### config.mk
export PLATFORM = sky130hd
export DESIGN_NAME = reaction_timer_datapath_flat
export DESIGN_NICKNAME = d
export VERILOG_FILES = /design/src/rtl/reaction_timer_datapath_if.sv /design/src/rtl/reaction_timer_datapath.sv /design/src/flat_wrapper.sv
export SDC_FILE = /design/constraint.sdc
export NUM_CORES = 1
export LEC_CHECK = 0
export CAP_MARGIN = 20
export CORE_MARGIN = 2
export CORE_UTILIZATION = 25
export CTS_BUF_LIST = sky130_fd_sc_hd__clkbuf_8
export CTS_CLUSTER_SIZE = 40
export DETAILED_ROUTE_END_ITERATION = 12
export MAX_ROUTING_LAYER = met4
export SLEW_MARGIN = 10
export SYNTH_ARGS = -nofsm -noshare
export SYNTH_HDL_FRONTEND = slang
export SYNTH_SLANG_ARGS = --single-unit
export TNS_END_PERCENT = 5
### constraint.sdc
create_clock -name clk -period 2.03 [get_ports clk]
set_clock_uncertainty 0.05 [all_clocks]
set_input_delay 0.203 -clock clk [delete_from_list [all_inputs] [get_ports clk]]
set_output_delay 0.203 -clock clk [all_outputs]
set_load 0.1 [all_outputs]
### src/rtl/reaction_timer_datapath_if.sv
// reaction_timer_datapath_if: controller<->datapath bundle; master drives starts/time controls, slave returns done pulses and time_ms
interface reaction_timer_datapath_if #(parameter int TW = 10);
   logic          start_rwait;
   logic          start_wait5;
   logic          time_clr;
   logic          time_en;
   logic          rwait_done;
   logic          wait5_done;
   logic          time_late;
   logic [TW-1:0] time_ms;
   modport master (
      output start_rwait, start_wait5, time_clr, time_en,
      input  rwait_done, wait5_done, time_late, time_ms
   );
   modport slave (
      input  start_rwait, start_wait5, time_clr, time_en,
      output rwait_done, wait5_done, time_late, time_ms
   );
endinterface

### src/rtl/reaction_timer_datapath.sv
// reaction_timer_datapath: ms-tick random/fixed wait timers and saturating reaction counter; ports clk, rst (async active-low), bus (slave: starts/time controls in, done pulses/time_ms out)
module reaction_timer_datapath #(
   parameter int CLK_HZ       = 100000000,
   parameter int RWAIT_MIN_MS = 2000,
   parameter int RAND_BITS    = 11,
   parameter int WAIT5_MS     = 5000,
   parameter int LATE_MS      = 1000,
   parameter int TW           = 10
) (
   input logic                      clk,
   input logic                      rst,
   reaction_timer_datapath_if.slave bus
);
   localparam int TICK_DIV = CLK_HZ / 1000;
   localparam int PW       = TICK_DIV > 1 ? $clog2(TICK_DIV) : 1;
   localparam int RCW      = $clog2(RWAIT_MIN_MS + 2 ** RAND_BITS);
   localparam int WCW      = $clog2(WAIT5_MS + 1);
   localparam logic [PW-1:0] PMAX = PW'(TICK_DIV - 1);
   logic [15:0]    lfsr_q, lfsr_d;
   logic [PW-1:0]  rp_q, rp_d, wp_q, wp_d, tp_q, tp_d;
   logic [RCW-1:0] rc_q, rc_d, rt_q, rt_d;
   logic [WCW-1:0] wc_q, wc_d;
   logic [TW-1:0]  tms_q, tms_d;
   logic           ra_q, ra_d, wa_q, wa_d;
   logic           rdone_q, rdone_d, wdone_q, wdone_d, late_q, late_d;
   logic           r_tick, w_tick, t_tick;
   always_comb begin
      lfsr_d  = {lfsr_q[0] ^ lfsr_q[2] ^ lfsr_q[3] ^ lfsr_q[5], lfsr_q[15:1]};
      r_tick  = ra_q && rp_q == PMAX;
      rp_d    = bus.start_rwait || !ra_q || r_tick ? '0 : rp_q + 1'b1;
      rc_d    = bus.start_rwait ? '0 : r_tick ? rc_q + 1'b1 : rc_q;
      rt_d    = bus.start_rwait ? RCW'(RWAIT_MIN_MS) + RCW'(lfsr_q[RAND_BITS-1:0]) : rt_q;
      rdone_d = !bus.start_rwait && r_tick && rc_q + 1'b1 == rt_q;
      ra_d    = bus.start_rwait || (ra_q && !rdone_d);
      w_tick  = wa_q && wp_q == PMAX;
      wp_d    = bus.start_wait5 || !wa_q || w_tick ? '0 : wp_q + 1'b1;
      wc_d    = bus.start_wait5 ? '0 : w_tick ? wc_q + 1'b1 : wc_q;
      wdone_d = !bus.start_wait5 && w_tick && wc_q + 1'b1 == WCW'(WAIT5_MS);
      wa_d    = bus.start_wait5 || (wa_q && !wdone_d);
      t_tick  = bus.time_en && tp_q == PMAX && tms_q < TW'(LATE_MS);
      tp_d    = bus.time_clr ? '0 : !bus.time_en ? tp_q : tp_q == PMAX ? '0 : tp_q + 1'b1;
      tms_d   = bus.time_clr ? '0 : t_tick ? tms_q + 1'b1 : tms_q;
      late_d  = !bus.time_clr && t_tick && tms_q == TW'(LATE_MS - 1);
   end
   always_ff @(posedge clk or negedge rst) begin
      if (!rst) begin
         lfsr_q  <= 16'hACE1;
         rp_q    <= '0;
         wp_q    <= '0;
         tp_q    <= '0;
         rc_q    <= '0;
         rt_q    <= '0;
         wc_q    <= '0;
         tms_q   <= '0;
         ra_q    <= 1'b0;
         wa_q    <= 1'b0;
         rdone_q <= 1'b0;
         wdone_q <= 1'b0;
         late_q  <= 1'b0;
      end else begin
         lfsr_q  <= lfsr_d;
         rp_q    <= rp_d;
         wp_q    <= wp_d;
         tp_q    <= tp_d;
         rc_q    <= rc_d;
         rt_q    <= rt_d;
         wc_q    <= wc_d;
         tms_q   <= tms_d;
         ra_q    <= ra_d;
         wa_q    <= wa_d;
         rdone_q <= rdone_d;
         wdone_q <= wdone_d;
         late_q  <= late_d;
      end
   end
   assign bus.rwait_done = rdone_q;
   assign bus.wait5_done = wdone_q;
   assign bus.time_late  = late_q;
   assign bus.time_ms    = tms_q;
endmodule

### src/flat_wrapper.sv
// flat-port wrapper written by rule: the top's interface ports become plain ports
module reaction_timer_datapath_flat 
#(
   parameter int CLK_HZ       = 100000000,
   parameter int RWAIT_MIN_MS = 2000,
   parameter int RAND_BITS    = 11,
   parameter int WAIT5_MS     = 5000,
   parameter int LATE_MS      = 1000,
   parameter int TW           = 10
)
  (clk, rst, bus_start_rwait, bus_start_wait5, bus_time_clr, bus_time_en, bus_rwait_done, bus_wait5_done, bus_time_late, bus_time_ms);
  reaction_timer_datapath_if #(.TW(TW)) bus_i ();
  input logic clk;
  input logic rst;
  input wire logic [$bits(bus_i.start_rwait)-1:0] bus_start_rwait;
  input wire logic [$bits(bus_i.start_wait5)-1:0] bus_start_wait5;
  input wire logic [$bits(bus_i.time_clr)-1:0] bus_time_clr;
  input wire logic [$bits(bus_i.time_en)-1:0] bus_time_en;
  output wire logic [$bits(bus_i.rwait_done)-1:0] bus_rwait_done;
  output wire logic [$bits(bus_i.wait5_done)-1:0] bus_wait5_done;
  output wire logic [$bits(bus_i.time_late)-1:0] bus_time_late;
  output wire logic [$bits(bus_i.time_ms)-1:0] bus_time_ms;
  assign bus_i.start_rwait = bus_start_rwait;
  assign bus_i.start_wait5 = bus_start_wait5;
  assign bus_i.time_clr = bus_time_clr;
  assign bus_i.time_en = bus_time_en;
  assign bus_rwait_done = bus_i.rwait_done;
  assign bus_wait5_done = bus_i.wait5_done;
  assign bus_time_late = bus_i.time_late;
  assign bus_time_ms = bus_i.time_ms;
  reaction_timer_datapath #(.CLK_HZ(CLK_HZ), .RWAIT_MIN_MS(RWAIT_MIN_MS), .RAND_BITS(RAND_BITS), .WAIT5_MS(WAIT5_MS), .LATE_MS(LATE_MS), .TW(TW)) u_core (.clk(clk), .rst(rst), .bus(bus_i));
endmodule
==> key figures, run 1 <==
Clocking
  • Total CTS buffers: 17
  • CTS Buffer Depth: 2
  • Clk slew on worst S/H paths: 90 ps
  • Postcts setup bufs: 0
  • H-tree depth: 4
  • Clk Latency, worst-skew pair: 450 ps
  • CTS Root Buffer Type: clkbuf_8
  • Clock Sinks: 119
  • CTS tree: built

Logic synthesis
  • Syn Area/Cell: 10.02 um^2
  • Yosys reg bits: 119
  • Syn_nets: 601
  • Yosys warnings: 0
  • Synth async-reset ratio: 1.000
  • Mapped cell area: 5884 um^2
  • Library cells used by synthesis: 49
  • EDFF count, synth: 0
  • Seq/Total Area, Yosys: 0.5078
  • Cells after Synth: 587
  • Top FF cell, synth: dfrtp_1

Timing
  • # setup viols final: 1
  • Slew @ Worst Pin: 488.5 ps
  • Unrepaired setup endpoints after global routing: true
  • Final worst-path cycle share: 1.018
  • Max Slew Vio Count: 0
  • Setup TNS Final: -36.51 ps
  • Setup ws final: -36.51 ps
  • Final hold viol count: 0
  • Fmax: 483.9 MHz
  • Normalized max-slew margin: 0.6743
  • Min cycle time layout: 2067 ps

Die
  • CORE AREA: 23260 um^2
  • Initial core utilization: 0.2530
  • Die Span Y: 157.4 um
  • Core Rows: 56
  • Die X: 157.4 um
  • Die ar.: 24780 um^2
  • Io pins: 19

Critical path
  • CP startpoint: u_core.tp_q[11]$_DFFE_PN0P_
  • Critical path data required time: 2360 ps
  • Worst Path Max Fanout: 4
  • Worst Path Arrival: 2400 ps
  • Largest stage delay, worst path: 510 ps
  • Worst r2r src: u_core.tp_q[11]$_DFFE_PN0P_
  • CP endpoint kind: flip-flop
  • CP cell instances: or4bb_1, nor4_2, buf_4, o211ai_1, or3_1, a21oi_1
  • Worst Setup Path Type: flip-flop to flip-flop
  • Startpoint types: flip-flop
  • Slowest library cell on the worst path: or4bb_1

Global routing
  • Largest net degree at the start of global routing: 37
  • Initial antenna violation count: 0
  • Tot GR Track Use: 0.1091
  • Met3 Use GR: 0.03387
  • GR Util met1: 0.1397
  • Vias in the first global route: 4386
  • GRT overflow: 0
  • First-pass GRT wire length: 21220 um
  • GR Util met2: 0.1655
  • Top Usage Layer GRT: met2

Cells and area
  • Fraction of layout cells with a size suffix above 1: 0.2239
  • Most frequent cells in the layout: dfrtp_1 (104), nor2_1 (100), buf_4 (70)
  • # diodes: 0
  • Post-layout net count: 680
  • Most common cell after layout, fill and taps aside: dfrtp_1
  • Synth-to-layout area growth: 26.28%
  • Cell area after layout: 7431 um^2

Power and ir drop
  • Sw Ratio: 0.2394
  • Clock Power Share: 0.473
  • Final Total Pwr: 4.867 mW
  • Logic pwr share: 0.035
  • Power Density: 655.0 nW/um^2
  • Net load switching power: 1.165 mW
  • Pint: 3.702 mW
  • Sequential share of power: 0.492
  • Peak VDD IR: 0.0003167 V
  • Leakage: 3.177 nW

Worst hold path
  • Hold Path Class: input pin to asynchronous set/reset pin

Placed design
  • Pre-CTS setup slack: -85.29 ps
  • Routability Congestion: 0.7990
  • Dpl hpwl: 8233 um
  • Placed inst area: 6914 um^2
  • IO Port Bufs: 18

Run
  • Max-Cap Viols: 0

Drt
  • DRC: 0
  • ANT nets after route: 0
  • DR iter-0 viols: 215
  • Routed Wire Length: 12200 um
  • DR vias: 4465
  • DRT Pass-1 Iters: 4
  • DR vias/cell: 4.474
  • Routed WL per cell: 12.22 um

Status
  • Violated checks: setup timing
  • Status: finished with violations
## cell usage after synthesis (9+ instances only)
cell type    n  share of area
o21ai_0     14          0.012
nand2_1     32          0.020
dfrtp_1    111           0.47
a21oi_1     18          0.015
nor2_1     101          0.064
xnor2_1     48          0.071
nor4_1      14          0.015
inv_1       10         0.0064
and3_1      17          0.018
or3_1        9         0.0096
xor2_1      46          0.068
nand4_1     18          0.019
nor3_1      16          0.014
clkbuf_1    16          0.010
nand3_1     35          0.030
## final timing paths
path | slack, ps | cells past startpoint | end
worst max-delay path | -40 | 6 | u_core.bus.time_ms[3]$_DFFE_PN0P_
worst min-delay path | 230 | 2 | u_core.tp_q[4]$_DFFE_PN0P_
worst max register to register | -40 | 6 | u_core.bus.time_ms[3]$_DFFE_PN0P_
worst min register to register | 300 | 0 | u_core.lfsr_q[10]$_DFF_PN1_
max in group asynchronous | 990 | 3 | u_core.rc_q[1]$_DFFE_PN0P_
min in group clk | 300 | 0 | u_core.lfsr_q[10]$_DFF_PN1_
## cell type report
cell class,instances,area [um^2]
Fill cell,2421,15830
Multi-Input combinational cell,439,2919
Tap cell,319,399.1
Inverter,10,37.54
Clock inverter,14,175.2
Timing Repair Buffer,79,655.6
Sequential cell,119,2997
Clock buffer,18,247.7
## cell families (layout without fill, tap and decap cells)
group                      after synthesis  after routing  share of synthesized area
and+or+nand+nor                        281            281                     0.2503
DFF                                    119            119                     0.5078
xor gates and xnor gates                94             94                     0.1399
AOI/OAI and AO/OA                       45             45                    0.04593
buffers and inverters                   29            121                    0.01892
muxes                                   11             11                    0.02020
adders and majority gates                8              8                    0.01701
## what timing repair did
item / in CTS / in global routing
pin swaps: 5 / 4
setup endpoints to repair: 4 / 32
gates resized for setup: 2 / 17
hold buffers: 1 / 0
endpoints found under the hold margin: 25 / 0
## stage by stage
stage	util	instances	hold slack [ps]
after floorplan	-	587	-142.6
after detailed placement	0.2972	965	151.1
final	0.3194	998	228.9
after global routing	0.3194	998	240.4
after CTS	0.3166	998	221.0
after global placement	0.2972	965	147.7
## flip-flops by register name, indices dropped and copies added (netlist names)
| signal | count |
|---|---|
| u_core.wc_q | 13 |
| u_core.wp_q | 17 |
| u_core.bus.rwait_done | 1 |
| u_core.bus.time_late | 1 |
| u_core.rc_q | 12 |
| u_core.rp_q | 17 |
| u_core.rt_q | 12 |
| u_core.ra_q | 1 |
| u_core.bus.wait5_done | 1 |
| u_core.wa_q | 1 |
| u_core.bus.time_ms | 10 |
| u_core.lfsr_q | 16 |
| u_core.tp_q | 17 |
## critical path: cells and delay by family, from the launching register on
| kind | cells | cell delay, ps |
|---|---|---|
| buf+inv | 1 | 160 |
| flops | 1 | 420 |
| simple gates | 3 | 1120 |
| compound gates | 2 | 260 |
## power groups by stage
stage	logic (mW)	clock network [mW]	registers [mW]
4_1_cts	0.179	2.36	2.39
5_1_grt	0.198	2.48	2.40
3_5_place_dp	0.176	0	2.44
3_3_place_gp	0.176	0	2.44
6_report	0.172	2.30	2.39
2_1_floorplan	0.0617	0	2.44
## routing by layer
layer | share of wire | up-vias
li1 | - | 2201
met1 | 0.50 | 2183
met3 | 0.037 | 19
met5 | 0 | -
met4 | 0.014 | 0
met2 | 0.45 | 62
Note: power is estimated with default switching activity, not from simulation.
==> run 2, diff against run 1 <==
--- a/config.mk
+++ b/config.mk
@@ -5,7 +5,7 @@
 export SDC_FILE = /design/constraint.sdc
 export NUM_CORES = 1
 export LEC_CHECK = 0
-export CAP_MARGIN = 20
+export CAP_MARGIN = 25
 export CORE_MARGIN = 2
 export CORE_UTILIZATION = 25
 export CTS_BUF_LIST = sky130_fd_sc_hd__clkbuf_8
==> constraint.sdc (replaced) <==
create_clock -name clk -period 2.1 [get_ports clk]
set_clock_uncertainty 0.05 [all_clocks]
set_input_delay 0.21 -clock clk [delete_from_list [all_inputs] [get_ports clk]]
set_output_delay 0.21 -clock clk [all_outputs]
set_load 0.1 [all_outputs]
==> run 2 against run 1 <==
Against the previous run: the flow now finishes without violations; sequential share of layout area increased by 1.0 points; maximum frequency decreased by 0.32%; clock power decreased by 10%; non-clock buffer count decreased by 15; cell count decreased by 1.5%; core utilization decreased by 0.84 points; final area decreased by 2.6%; critical path depth decreased by 1; combinational power decreased by 7%.
==> key figures, run 2 (synthesis gave the netlist of run 1 again) <==
Status
  • Status: finished, final reports clean

Timing
  • Slew @ Worst Pin: 404.4 ps (-84.17 ps)
  • Final hold viol count: 0 (unchanged)
  • Unrepaired setup endpoints after global routing: true
  • Fmax: 482.4 MHz (-0.32%)
  • Final worst-path cycle share: 0.9872 (-0.03078)
  • Min cycle time layout: 2073 ps (+6.622 ps)
  • Setup TNS Final: 0 ps (+36.51 ps)
  • Normalized max-slew margin: 0.7283 (+0.05404)
  • # setup viols final: 0 (-1)
  • Max Slew Vio Count: 0 (unchanged)

Drt
  • DRT Pass-1 Iters: 4 (unchanged)
  • DR iter-0 viols: 171 (-20%)
  • Routed WL per cell: 11.73 um (-4.0%)
  • ANT nets after route: 0 (unchanged)
  • DRC: 0 (unchanged)
  • Routed Wire Length: 11530 um (-5.4%)
  • DR vias: 4294 (-3.8%)
  • DR vias/cell: 4.368 (-2.4%)

Critical path
  • Slowest library cell on the worst path: or4bb_1
  • CP cell instances: or4bb_1, nor4_1, o211ai_1, or3_1, a21oi_1
  • Critical path data required time: 2420 ps (+60 ps)
  • Worst Setup Path Type: flip-flop to flip-flop
  • Worst Path Max Fanout: 4 (unchanged)
  • Worst Path Arrival: 2390 ps (about the same)
  • Startpoint types: flip-flop
  • CP endpoint kind: flip-flop
  • Largest stage delay, worst path: 520 ps (about the same)

Cells and area
  • # diodes: 0 (unchanged)
  • Largest regs: u_core.rp_q (17), u_core.tp_q (17), u_core.wp_q (17)
  • Most common cell after layout, fill and taps aside: dfrtp_1
  • Most frequent cells in the layout: dfrtp_1 (108), nor2_1 (100), buf_4 (55)
  • Synth-to-layout area growth: 22.96%
  • Fraction of layout cells with a size suffix above 1: 0.1943 (-0.02958)
  • Finished Core Util: 0.3110 (-0.008390)
  • Cell area after layout: 7236 um^2 (-2.6%)
  • Post-layout net count: 665 (-2.2%)
  • Layout fillers: 2442 (+0.87%)

Clocking
  • CTS Buffer Depth: 2 (unchanged)
  • Clk Latency, worst-skew pair: 440 ps (about the same)
  • Clk slew on worst S/H paths: 70 ps (-20 ps)
  • CTS tree: built
  • Clock Sinks: 119 (unchanged)
  • CTS Root Buffer Type: clkbuf_8
  • Total CTS buffers: 17 (unchanged)
  • H-tree depth: 4 (unchanged)

Global routing
  • GRT overflow: 0 (unchanged)
  • Tot GR Track Use: 0.1057 (-0.003367)
  • Vias in the first global route: 4233 (-3.5%)
  • Initial antenna violation count: 0 (unchanged)
  • Largest net degree at the start of global routing: 34 (-8.1%)
  • First-pass GRT wire length: 20440 um (-3.7%)

Placed design
  • IO Port Bufs: 18 (unchanged)
  • Dpl hpwl: 8059 um (-2.1%)
  • Placed inst area: 6739 um^2 (-2.5%)
  • Routability Congestion: 0.8426 (+5.5%)

Die
  • Io pins: 19 (unchanged)
  • CORE AREA: 23260 um^2 (unchanged)
  • Die Span Y: 157.4 um (unchanged)
  • Die X: 157.4 um (unchanged)
  • Core Rows: 56 (unchanged)
  • Die ar.: 24780 um^2 (unchanged)
  • Initial core utilization: 0.2530 (unchanged)

Power and ir drop
  • Leakage: 3.057 nW (-3.8%)
  • Peak VDD IR: 0.0002968 V (-6.3%)
  • Power Density: 628.1 nW/um^2 (-4.1%)

Worst hold path
  • Hold Path Class: input pin to asynchronous set/reset pin

Run
  • Max-Cap Viols: 0 (unchanged)
## run 2: layout make-up
cell class / instances / area, um^2 / share of cell area
clock buffer: 20 / 275.3 / 0.03804
clock inverter: 12 / 125.1 / 0.01729
inverter: 10 / 37.54 / 0.005188
multi-input combinational: 439 / 2864 / 0.3958
sequential: 119 / 2992 / 0.4135
tap: 319 / 399.1 / 0.05516
timing repair buffer: 64 / 543.0 / 0.07505
## run 2: layer usage
metal  vias up  share of wire  wire length (um)  global-route usage
met5         -              0                 0                   -
met4         0         0.0061                70             0.02727
met3         8          0.031               363             0.03414
met2        40           0.45              5190              0.1545
met1      2079           0.51              5906              0.1413
li1       2167              -                 -                   -
## run 2: what timing repair did
item,in CTS,in global routing
endpoints found under the setup margin,2,18
buffers inserted,1,0
hold buffers,1,0
endpoints found under the hold margin,95,0
gates resized for setup,1,14
pin swaps,2,4
## run 2: worst paths after layout
kind | startpoint | endpoint | slack [ps] | depth (start not counted)
min | rst | u_core.rc_q[10]$_DFFE_PN0P_ | 180 | 2
max in group asynchronous | rst | u_core.lfsr_q[0]$_DFF_PN1_ | 1190 | 3
max reg2reg | u_core.tp_q[5]$_DFFE_PN0P_ | u_core.bus.time_ms[3]$_DFFE_PN0P_ | 30 | 5
min in group clk | u_core.lfsr_q[14]$_DFF_PN0_ | u_core.lfsr_q[13]$_DFF_PN1_ | 310 | 0
max | u_core.tp_q[5]$_DFFE_PN0P_ | u_core.bus.time_ms[3]$_DFFE_PN0P_ | 30 | 5
min reg2reg | u_core.lfsr_q[14]$_DFF_PN0_ | u_core.lfsr_q[13]$_DFF_PN1_ | 310 | 0
## run 2: report_power, final
part           internal, mW  leakage [nW]  switching [mW]
sequential             2.31          1.58          0.0110
clock                  1.14         0.201           0.927
combinational        0.0562          1.28           0.103
total                  3.50          3.06            1.04
## run 2: through the flow
step	hold WS (ps)	worst slack (ps)	power [mW]	std cells
floorplan	-135.6	12.14	2.417	587
global placement	97.45	52.11	2.519	949
detailed placement	96.61	-20.73	2.521	949
CTS	167.4	6.611	4.626	983
global route	178.0	-95.49	4.751	983
finish	177.2	26.86	4.545	983
## run 2: worst max-delay path: cells and delay by family (launching register included)
family	cells	cell delay [ps]
simple gates	3	1220
flops	1	380
compound gates	2	350
==> run 3, diff against run 2 <==
--- a/config.mk
+++ b/config.mk
@@ -11,6 +11,7 @@
 export CTS_BUF_LIST = sky130_fd_sc_hd__clkbuf_8
 export CTS_CLUSTER_SIZE = 40
 export DETAILED_ROUTE_END_ITERATION = 12
+export GPL_ROUTABILITY_DRIVEN = 0
 export MAX_ROUTING_LAYER = met4
 export SLEW_MARGIN = 10
 export SYNTH_ARGS = -nofsm -noshare
==> constraint.sdc (replaced) <==
create_clock -name clk -period 2.3 [get_ports clk]
set_clock_uncertainty 0.05 [all_clocks]
set_input_delay 0.23 -clock clk [delete_from_list [all_inputs] [get_ports clk]]
set_output_delay 0.23 -clock clk [all_outputs]
set_load 0.1 [all_outputs]
==> run 3 against run 2 <==
Against the previous run: clock-buffer cell count increased by 1; final area decreased by 3.5%; core utilization decreased by 1.1 points; register-to-register slack improved by 90 ps; flip-flop and latch count stayed put; die area is the same; largest power group unchanged.
==> key figures, run 3 (synthesis gave the netlist of run 1 again) <==
Status
  • Status: finished, final reports clean

Power and ir drop
  • Peak VDD IR: 0.0003115 V (+5.0%)
  • Leakage: 2.925 nW (-4.3%)
  • Power Density: 617.6 nW/um^2 (-1.7%)

Cells and area
  • Layout fillers: 2485 (+1.8%)
  • Post-layout net count: 641 (-3.6%)
  • Most common cell after layout, fill and taps aside: dfrtp_1
  • Synth-to-layout area growth: 18.69%
  • Most frequent cells in the layout: dfrtp_1 (111), nor2_1 (101), xnor2_1 (48)
  • Area of the multi-input gates: 2798 um^2 (-2.3%)
  • Non-Filler Instances: 959 (-2.4%)
  • Largest regs: u_core.rp_q (17), u_core.tp_q (17), u_core.wp_q (17)
  • Finished Core Util: 0.3002 (-0.01081)
  • Register area: 2988 um^2 (-0.13%)
  • Cell area after layout: 6984 um^2 (-3.5%)
  • # diodes: 0 (unchanged)
  • Fraction of layout cells with a size suffix above 1: 0.1375 (-0.05678)

Placed design
  • IO Port Bufs: 18 (unchanged)
  • Placed insts: 926 (-2.4%)
  • Placed inst area: 6525 um^2 (-3.2%)
  • Dpl hpwl: 7557 um (-6.2%)
  • Pre-CTS setup slack: 132.6 ps (+153.3 ps)

Timing
  • Setup ws final: 116.9 ps (+90.06 ps)
  • Normalized max-slew margin: 0.6523 (-0.07607)
  • Final worst-path cycle share: 0.9492 (-0.03804)
  • Fmax: 458.1 MHz (-5.0%)
  • # setup viols final: 0 (unchanged)
  • Unrepaired setup endpoints after global routing: true
  • Max Slew Vio Count: 0 (unchanged)
  • Min cycle time layout: 2183 ps (+109.9 ps)
  • Slew @ Worst Pin: 517.6 ps (+113.2 ps)
  • Final hold viol count: 0 (unchanged)

Die
  • Core Rows: 56 (unchanged)
  • CORE AREA: 23260 um^2 (unchanged)
  • Die X: 157.4 um (unchanged)
  • Io pins: 19 (unchanged)
  • Die Span Y: 157.4 um (unchanged)
  • Initial core utilization: 0.2530 (unchanged)
  • Die ar.: 24780 um^2 (unchanged)

Critical path
  • Worst Path Max Fanout: 6 (+2)
  • Critical path data required time: 2630 ps (+210 ps)
  • Reg2reg path depth: 5 (unchanged)
  • Startpoint types: flip-flop
  • CP cell instances: or4b_1, nor4_1, o211ai_1, or3_1, a21oi_1
  • Largest stage delay, worst path: 550 ps (+30 ps)
  • Slowest library cell on the worst path: or4b_1
  • Worst Path Arrival: 2510 ps (+120 ps)
  • FF-to-FF setup slack: 120 ps (+90 ps)
  • CP endpoint kind: flip-flop
  • Worst Setup Path Type: flip-flop to flip-flop

Clocking
  • Clk slew on worst S/H paths: 90 ps (+20 ps)
  • Clock Sinks: 119 (unchanged)
  • CTS Buffer Depth: 2 (unchanged)
  • Clk Latency, worst-skew pair: 440 ps (about the same)
  • CTS Root Buffer Type: clkbuf_8
  • H-tree depth: 4 (unchanged)
  • CTS tree: built
  • Total CTS buffers: 17 (unchanged)

Drt
  • ANT nets after route: 0 (unchanged)
  • DR vias: 4247 (-1.1%)
  • Routed Wire Length: 11320 um (-1.8%)
  • Routed WL per cell: 11.80 um (+0.61%)
  • DR vias/cell: 4.429 (+1.4%)
  • DRC: 0 (unchanged)
  • DRT Pass-1 Iters: 4 (unchanged)
  • DR iter-0 viols: 217 (+27%)

Global routing
  • GRT overflow: 0 (unchanged)
  • Initial antenna violation count: 0 (unchanged)
  • Tot GR Track Use: 0.1019 (-0.003822)
  • Vias in the first global route: 4078 (-3.7%)
  • Largest net degree at the start of global routing: 58 (+71%)
  • First-pass GRT wire length: 19850 um (-2.9%)

Run
  • Max-Cap Viols: 0 (unchanged)

Worst hold path
  • Hold Path Class: input pin to asynchronous set/reset pin
run 3: changes by cell type in the layout (fill, tap and decap cells not counted), moves of 2 or more:
cell      previous run  this run
dfrtp_2              3         0
nor4_1               7        14
ha_1                 6         8
buf_12               4         1
dfrtp_1            108       111
buf_4               55        34
nor4_2               8         2
ha_2                 2         0
inv_1               10        12
clkinv_2             5         0
run 3: layout make-up:
class	count	area share
inverters	10	0.005374
well taps	319	0.05715
flip-flops and latches	119	0.4278
repair buffers	40	0.04658
multi-input cells	439	0.4006
clock buffers	21	0.04138
clock inverters	11	0.02114
run 3: stage by stage:
stage                     TNS [ps]  power [mW]  hold slack, ps
after detailed placement         0       2.290           194.1
after CTS                        0       4.391           249.8
final                            0       4.314           268.0
after global routing        -57.41       4.511           267.9
after floorplan                  0       2.206          -115.6
after global placement           0       2.290           189.1
run 3: what timing repair did:
item,4_1_cts,5_1_grt
hold endpoints to repair,35,0
setup buffers,0,0
setup endpoints to repair,0,3
gates resized for setup,0,1
hold buffers,1,0
run 3: power by group:
group          internal (mW)  switching [mW]  total, mW
clock network           1.19           0.877       2.07
logic                 0.0402          0.0911      0.131
registers               2.10         0.00962       2.11
run 3: metal layers:
layer	share of wire	global-route usage	vias to the layer above
met5	0	-	-
met2	0.43	0.1478	49
met1	0.53	0.1364	2073
li1	-	-	2119
met3	0.033	0.03387	6
met4	0.0065	0.02597	0
run 3: path summary, 6_finish.rpt:
path / start / endpoint
worst max-delay path: u_core.tp_q[13]$_DFFE_PN0P_ / u_core.bus.time_ms[3]$_DFFE_PN0P_
worst min-delay path: rst / u_core.rt_q[7]$_DFFE_PN0P_
worst max register to register: u_core.tp_q[13]$_DFFE_PN0P_ / u_core.bus.time_ms[3]$_DFFE_PN0P_
worst min register to register: u_core.lfsr_q[12]$_DFF_PN0_ / u_core.lfsr_q[11]$_DFF_PN1_
max in group asynchronous: rst / u_core.lfsr_q[0]$_DFF_PN1_
min in group clk: u_core.lfsr_q[12]$_DFF_PN0_ / u_core.lfsr_q[11]$_DFF_PN1_
run 3: worst max-delay path: cells and delay by family, from the launching register on:
| kind | cells | cell delay, ps |
|---|---|---|
| DFF | 1 | 450 |
| AOI/OAI and AO/OA | 2 | 370 |
| and+or+nand+nor | 3 | 1240 |
==> variant 1: new RTL, flow settings as in run 1 <==
`tp_q` no longer has a reset.
--- a/src/rtl/reaction_timer_datapath.sv
+++ b/src/rtl/reaction_timer_datapath.sv
@@ -47,7 +47,6 @@
          lfsr_q  <= 16'hACE1;
          rp_q    <= '0;
          wp_q    <= '0;
-         tp_q    <= '0;
          rc_q    <= '0;
          rt_q    <= '0;
          wc_q    <= '0;
@@ -61,7 +60,6 @@
          lfsr_q  <= lfsr_d;
          rp_q    <= rp_d;
          wp_q    <= wp_d;
-         tp_q    <= tp_d;
          rc_q    <= rc_d;
          rt_q    <= rt_d;
          wc_q    <= wc_d;
@@ -73,6 +71,10 @@
          late_q  <= late_d;
       end
    end
+
+   always_ff @(posedge clk) begin
+      tp_q <= tp_d;
+   end
    assign bus.rwait_done = rdone_q;
    assign bus.wait5_done = wdone_q;
    assign bus.time_late  = late_q;
Formal check against the unedited RTL: no difference found for any inputs over 10 cycles, from zero or initial values and one cycle with rst low; that may be too few to reach the edited logic, so the function may still have changed.
==> variant 1 against run 1 <==
- the run still ends with setup timing left
- count of clock-buffer cells in the layout is the same
- cell area increased by 2.1%
- fmax is 5.4% lower
- sequential power about the same
- power up 1.3%
- highest routed layer unchanged
- sequential cell count is the same
- area after synthesis grew 2.1%
- critical path depth did not move
- worst hold slack got worse by 55 ps
- worst setup slack worse by 120 ps
- wire length grew 4.5%
- synthesized cell count increased by 6.1%
==> variant 1: results (changes against run 1) <==
stage,metric,value,unit,change
timing,Setup WS post-layout,-154,ps,-118 ps
timing,Setup TNS Final,-1140,ps,-1110 ps
yosys,proportion of synthesized flip-flops having asynchronous set or reset,85.7,%,-14 points
setup_path,number of cells traversed by the worst register-to-register path,6,,unchanged
placed_design,cell area after placement,7020,um^2,+1.6%
global_routing,largest net degree at the start of global routing,56,,+51%
detailed_routing,DRC violation total after the first TritonRoute iteration,275,,+28%
clock_tree,clock latency of the later-clocked register in the worst-skew pair,450,ps,about the same
yosys,most common flop cell mapped by yosys,dfrtp_1,,
clock_tree,clock tree root driver cell,clkbuf_8,,
clock_tree,clock buffer depth,2,,unchanged
global_routing,initial antenna violation count,0,,unchanged
detailed_routing,total routed wirelength,12.7,mm,+4.5%
yosys,count of yosys warnings during synthesis,0,,unchanged
yosys,top cell types by occurrence after synthesis,"104 x nor2_1, 94 x dfrtp_1, 53 x xnor2_1",,
outcome,result of the run,"finished, violations left",,
global_routing,global-route wire length before repair,22.2,mm,+4.8%
global_routing,Overall Global Routing Usage,10.9,%,+0.032 points
clock_tree,clock transition at the registers of the reported paths,80,ps,
outcome,violations in the final reports,setup timing,,
global_routing,via count of the first global-routing pass,4704,,+7.3%
placed_design,worst setup slack after placement,-171,ps,-86.1 ps
power_and_ir_drop,Comb pwr share,3.5,%,about the same
setup_path,CP max-delay cell,or4b_4,,
yosys,share of the yosys chip area belonging to registers,48.3,%,-2.5 points
timing,Finish-stage setup viols,16,,+15
cells_and_area,number of inserted filler cells in the final layout,2498,,+3.2%
power_and_ir_drop,internal power,3.81,mW,+2.8%
cells_and_area,ANT cells,0,,unchanged
cells_and_area,fraction of layout instances using a drive strength above 1,23.4,%,+0.99 points
yosys,syn_nets,637,,+6.0%
power_and_ir_drop,VDD IR max,0.000405,V,+28%
global_routing,total overflow reported by the global router,0,,unchanged
clock_tree,H-tree level count,4,,unchanged
clock_tree,CTS Buf Count,17,,unchanged
power_and_ir_drop,leakage power,3.16,nW,-0.51%
hold_path,Hold Path Class,in2async,,
power_and_ir_drop,proportion of power drawn by flip-flops and latches,48.6,%,-0.6 points
detailed_routing,post-DR vias/cell,4.52,,+0.95%
yosys,cell accounting for the most synthesized area,dfrtp_1,,
setup_path,origin of the critical flop-to-flop path,u_core.rp_q[12]$_DFF_PN0_,,
yosys,cells taking the most area after synthesis,"dfrtp_1 39%, xnor2_1 7.7%, nor2_1 6.5%",,
placed_design,routability congestion estimate,0.795,,-0.51%
setup_path,arrival time reported for the critical path endpoint,2470,ps,+70 ps
setup_path,worst flop-to-flop path endpoint,u_core.rc_q[9]$_DFFE_PN0P_,,
detailed_routing,First-pass DRT Iterations,4,,unchanged
setup_path,largest fanout on the critical path,5,,+1
placed_design,port bufs,18,,unchanged
placed_design,HPWL Detailed,8.77,mm,+6.5%
setup_path,delay of the slowest cell on the worst path,580,ps,+70 ps
cells_and_area,nets,724,,+6.5%
timing,Least-Margin Pin Slew,502,ps,+13.3 ps
yosys,synth unique cells,56,,+14%
[variant 1: changes by cell type after synthesis, sizes merged, moves of 5 or more]
cell / run 1 / this run
clkbuf: 16 / 23
dfrtp: 111 / 94
xnor2: 48 / 53
nand2: 33 / 44
or4: 2 / 12
o31ai: 2 / 7
dfxtp: 0 / 17
nor3: 16 / 22
nand4b: 7 / 1
xor2: 46 / 37
o21ai: 14 / 6
[variant 1: kinds of logic (layout without fill, tap and decap cells)]
| family | count (synthesis) | in the layout | synth area share [%] |
|---|---|---|---|
| AO/OA/AOI/OAI | 56 | 56 | 5.96 |
| XOR/XNOR | 90 | 90 | 13.1 |
| adder cells (fa/ha/maj) | 8 | 8 | 1.67 |
| buffers and inverters | 40 | 139 | 2.64 |
| flip-flops | 119 | 119 | 48.3 |
| multiplexers | 9 | 9 | 1.60 |
| AND/OR/NAND/NOR | 301 | 302 | 26.7 |
[variant 1: routing by layer]
metal  global-route usage [%]  up-vias  wire [um]
met5                        -        -          0
met4                     3.88        0        218
met3                     2.81       20        387
met2                     16.9       55       6080
met1                     13.9     2285       6060
li1                         -     2346          -
[variant 1: layout make-up]
class                      instances  area [um^2]  area share [%]
tap                              319          399            5.26
clock inverter                    14          180            2.38
timing repair buffer              94          747            9.85
clock buffer                      18          248            3.27
multi-input combinational        465         3050            40.2
inverter                          13         48.8           0.643
sequential                       119         2910            38.4
[variant 1: critical path, delay by kind of cell, from the launching register on]
kind	cells	cell delay [ps]
XOR/XNOR	1	150
buffers and inverters	1	180
flip-flops	1	380
AND/OR/NAND/NOR	4	1330
[variant 1: timing repair]
item,CTS,global route
hold endpoints to repair,27,0
setup buffers,2,0
hold buffers,1,0
cloned,1,0
resized for setup,11,9
setup endpoints to repair,37,57
pin swaps,14,5
[variant 1: worst max-delay path by stage]
stage,startpoint,cells after the start,to,slack (ps)
global route,u_core.rp_q[12]$_DFF_PN0_,6,u_core.rc_q[5]$_DFFE_PN0P_,-260
CTS,u_core.rp_q[12]$_DFF_PN0_,6,u_core.rc_q[5]$_DFFE_PN0P_,-180
detailed placement,u_core.rp_q[12]$_DFF_PN0_,5,u_core.rc_q[5]$_DFFE_PN0P_,-170
global placement,u_core.rp_q[12]$_DFF_PN0_,5,u_core.rc_q[9]$_DFFE_PN0P_,-150
floorplan,u_core.rp_q[12]$_DFF_PN0_,6,u_core.rc_q[10]$_DFFE_PN0P_,-170
finish,u_core.rp_q[12]$_DFF_PN0_,6,u_core.rc_q[9]$_DFFE_PN0P_,-150
[variant 1: metrics by stage]
stage	instances	hold WS, ps	power (mW)
after floorplan	623	-143	2.51
after global placement	1006	99.9	2.61
after detailed placement	1006	98.7	2.62
after CTS	1042	171	5.01
after global routing	1042	204	5.13
final	1042	174	4.93
==> variant 2: new RTL, settings of run 1 <==
Without the edit above. `LATE_MS` is set to 1000 in 2 places; all go to 512.
--- a/src/rtl/reaction_timer_datapath.sv
+++ b/src/rtl/reaction_timer_datapath.sv
@@ -4,7 +4,7 @@
    parameter int RWAIT_MIN_MS = 2000,
    parameter int RAND_BITS    = 11,
    parameter int WAIT5_MS     = 5000,
-   parameter int LATE_MS      = 1000,
+   parameter int LATE_MS      = 512,
    parameter int TW           = 10
 ) (
    input logic                      clk,
--- a/src/flat_wrapper.sv
+++ b/src/flat_wrapper.sv
@@ -5,7 +5,7 @@
    parameter int RWAIT_MIN_MS = 2000,
    parameter int RAND_BITS    = 11,
    parameter int WAIT5_MS     = 5000,
-   parameter int LATE_MS      = 1000,
+   parameter int LATE_MS      = 512,
    parameter int TW           = 10
 )
   (clk, rst, bus_start_rwait, bus_start_wait5, bus_time_clr, bus_time_en, bus_rwait_done, bus_wait5_done, bus_time_late, bus_time_ms);
Formal check against the unedited RTL: same outputs for any inputs over 10 cycles, from zero or initial values and one cycle with rst low; that may be too few to reach the edited logic, so the function may still have changed.
==> variant 2 against run 1 <==
- the flow still finishes with violations (setup timing)
- clock power down 4%
- wire length is 0.27% higher
- cell area decreased by 0.88%
- worst hold slack lost 70 ps
- worst setup slack worse by 230 ps
- power is 2.0% lower
- area after synthesis about the same
- sequential cell count stayed put
==> variant 2: results (changes against run 1) <==
stage,metric,value,unit,change
clock_tree,Post-CTS Repair Setup Buffers,0,,unchanged
yosys,share of the yosys chip area belonging to registers,50.7,%,about the same
hold_path,Hold Path Class,in2async,,
global_routing,via count of the first global-routing pass,4519,,+3.0%
setup_path,arrival time reported for the critical path endpoint,2570,ps,+170 ps
detailed_routing,total routed wirelength,12.2,mm,+0.27%
timing,Setup WS post-layout,-267,ps,-231 ps
yosys,syn_nets,603,,+0.33%
global_routing,largest net degree at the start of global routing,44,,+19%
cells_and_area,layout overhead on the synthesized area,25.1,%,
outcome,result of the run,"finished, violations left",,
placed_design,HPWL Detailed,8.31,mm,+1.0%
outcome,violations in the final reports,setup timing,,
global_routing,Overall Global Routing Usage,11.0,%,+0.11 points
cells_and_area,nets,683,,+0.44%
clock_tree,clock tree root driver cell,clkbuf_8,,
setup_path,CP max-delay cell,or4_4,,
placed_design,cell area after placement,6860,um^2,-0.72%
detailed_routing,First-pass DRT Iterations,4,,unchanged
placed_design,routability congestion estimate,0.845,,+5.7%
clock_tree,H-tree level count,4,,unchanged
clock_tree,clock transition at the registers of the reported paths,70,ps,-20 ps
setup_path,worst flop-to-flop path endpoint,u_core.ra_q$_DFF_PN0_,,
setup_path,delay of the slowest cell on the worst path,550,ps,+40 ps
timing,Finish-stage setup viols,2,,+1
power_and_ir_drop,VDD IR max,0.000495,V,+56%
setup_path,largest fanout on the critical path,2,,-2
power_and_ir_drop,leakage power,3.10,nW,-2.5%
detailed_routing,DRC violation total after the first TritonRoute iteration,233,,+8.4%
setup_path,origin of the critical flop-to-flop path,u_core.rc_q[0]$_DFFE_PN0P_,,
timing,Least-Margin Pin Slew,520,ps,+31.8 ps
timing,worst hold margin,159,ps,-69.9 ps
yosys,top cell types by occurrence after synthesis,"111 x dfrtp_1, 92 x nor2_1, 47 x xor2_1",,
detailed_routing,post-DR vias/cell,4.45,,-0.43%
cells_and_area,fraction of layout instances using a drive strength above 1,21.1,%,-1.3 points
-- variant 2: changes by cell type in the layout (fill, tap and decap cells not counted), sizes merged, moves of 5 or more --
cell           run 1  this run
nor2             101        92
xnor2             48        42
and3              17        12
nor4bb             0         5
o21ai             14        19
-- variant 2: how the worst max path moves through the flow --
stage                                    start               endpoint  slack, ps  cells after the start
CTS                 u_core.rc_q[0]$_DFFE_PN0P_  u_core.ra_q$_DFF_PN0_       -270                      6
floorplan           u_core.rc_q[1]$_DFFE_PN0P_  u_core.ra_q$_DFF_PN0_       -260                      6
finish              u_core.rc_q[0]$_DFFE_PN0P_  u_core.ra_q$_DFF_PN0_       -270                      6
detailed placement  u_core.rc_q[0]$_DFFE_PN0P_  u_core.ra_q$_DFF_PN0_       -330                      6
global route        u_core.rc_q[0]$_DFFE_PN0P_  u_core.ra_q$_DFF_PN0_       -340                      6
global placement    u_core.rc_q[0]$_DFFE_PN0P_  u_core.ra_q$_DFF_PN0_       -310                      6
-- variant 2: power breakdown --
part           internal [mW]  switching [mW]
clock                   1.25           0.947
sequential              2.39          0.0120
combinational         0.0588           0.112
total                   3.70            1.07
-- variant 2: cells by family after synthesis --
family          share of synthesized area, %
buf+inv                                 2.23
compound gates                          5.97
mux                                     1.83
fa+ha+maj                               1.70
xor+xnor                                13.5
flops                                   50.7
simple gates                            24.0
-- variant 2: area by class of cell --
type | count | area [um^2]
fillers | 2407 | 16000
flip-flops and latches | 119 | 2990
multi-input cells | 438 | 2870
repair buffers | 81 | 662
well taps | 319 | 399
clock buffers | 19 | 262
clock inverters | 13 | 140
inverters | 12 | 45.0
-- variant 2: metal layers --
layer,track usage (%),wire length [um]
met1,13.8,6020
met2,16.9,5690
met3,3.00,345
met4,4.37,164
met5,-,0
-- variant 2: timing repair --
| action | in CTS | in global routing |
|---|---|---|
| endpoints found under the hold margin | 101 | 0 |
| pin swaps | 1 | 1 |
| resized for setup | 3 | 14 |
| setup endpoints to repair | 5 | 15 |
| hold buffers | 1 | 0 |
-- variant 2: through the flow --
step                      setup TNS, ps  cells
after floorplan                   -2340    589
after global placement             -533    968
final                              -453   1001
after global routing               -681   1001
after CTS                          -462   1001
after detailed placement           -559    968
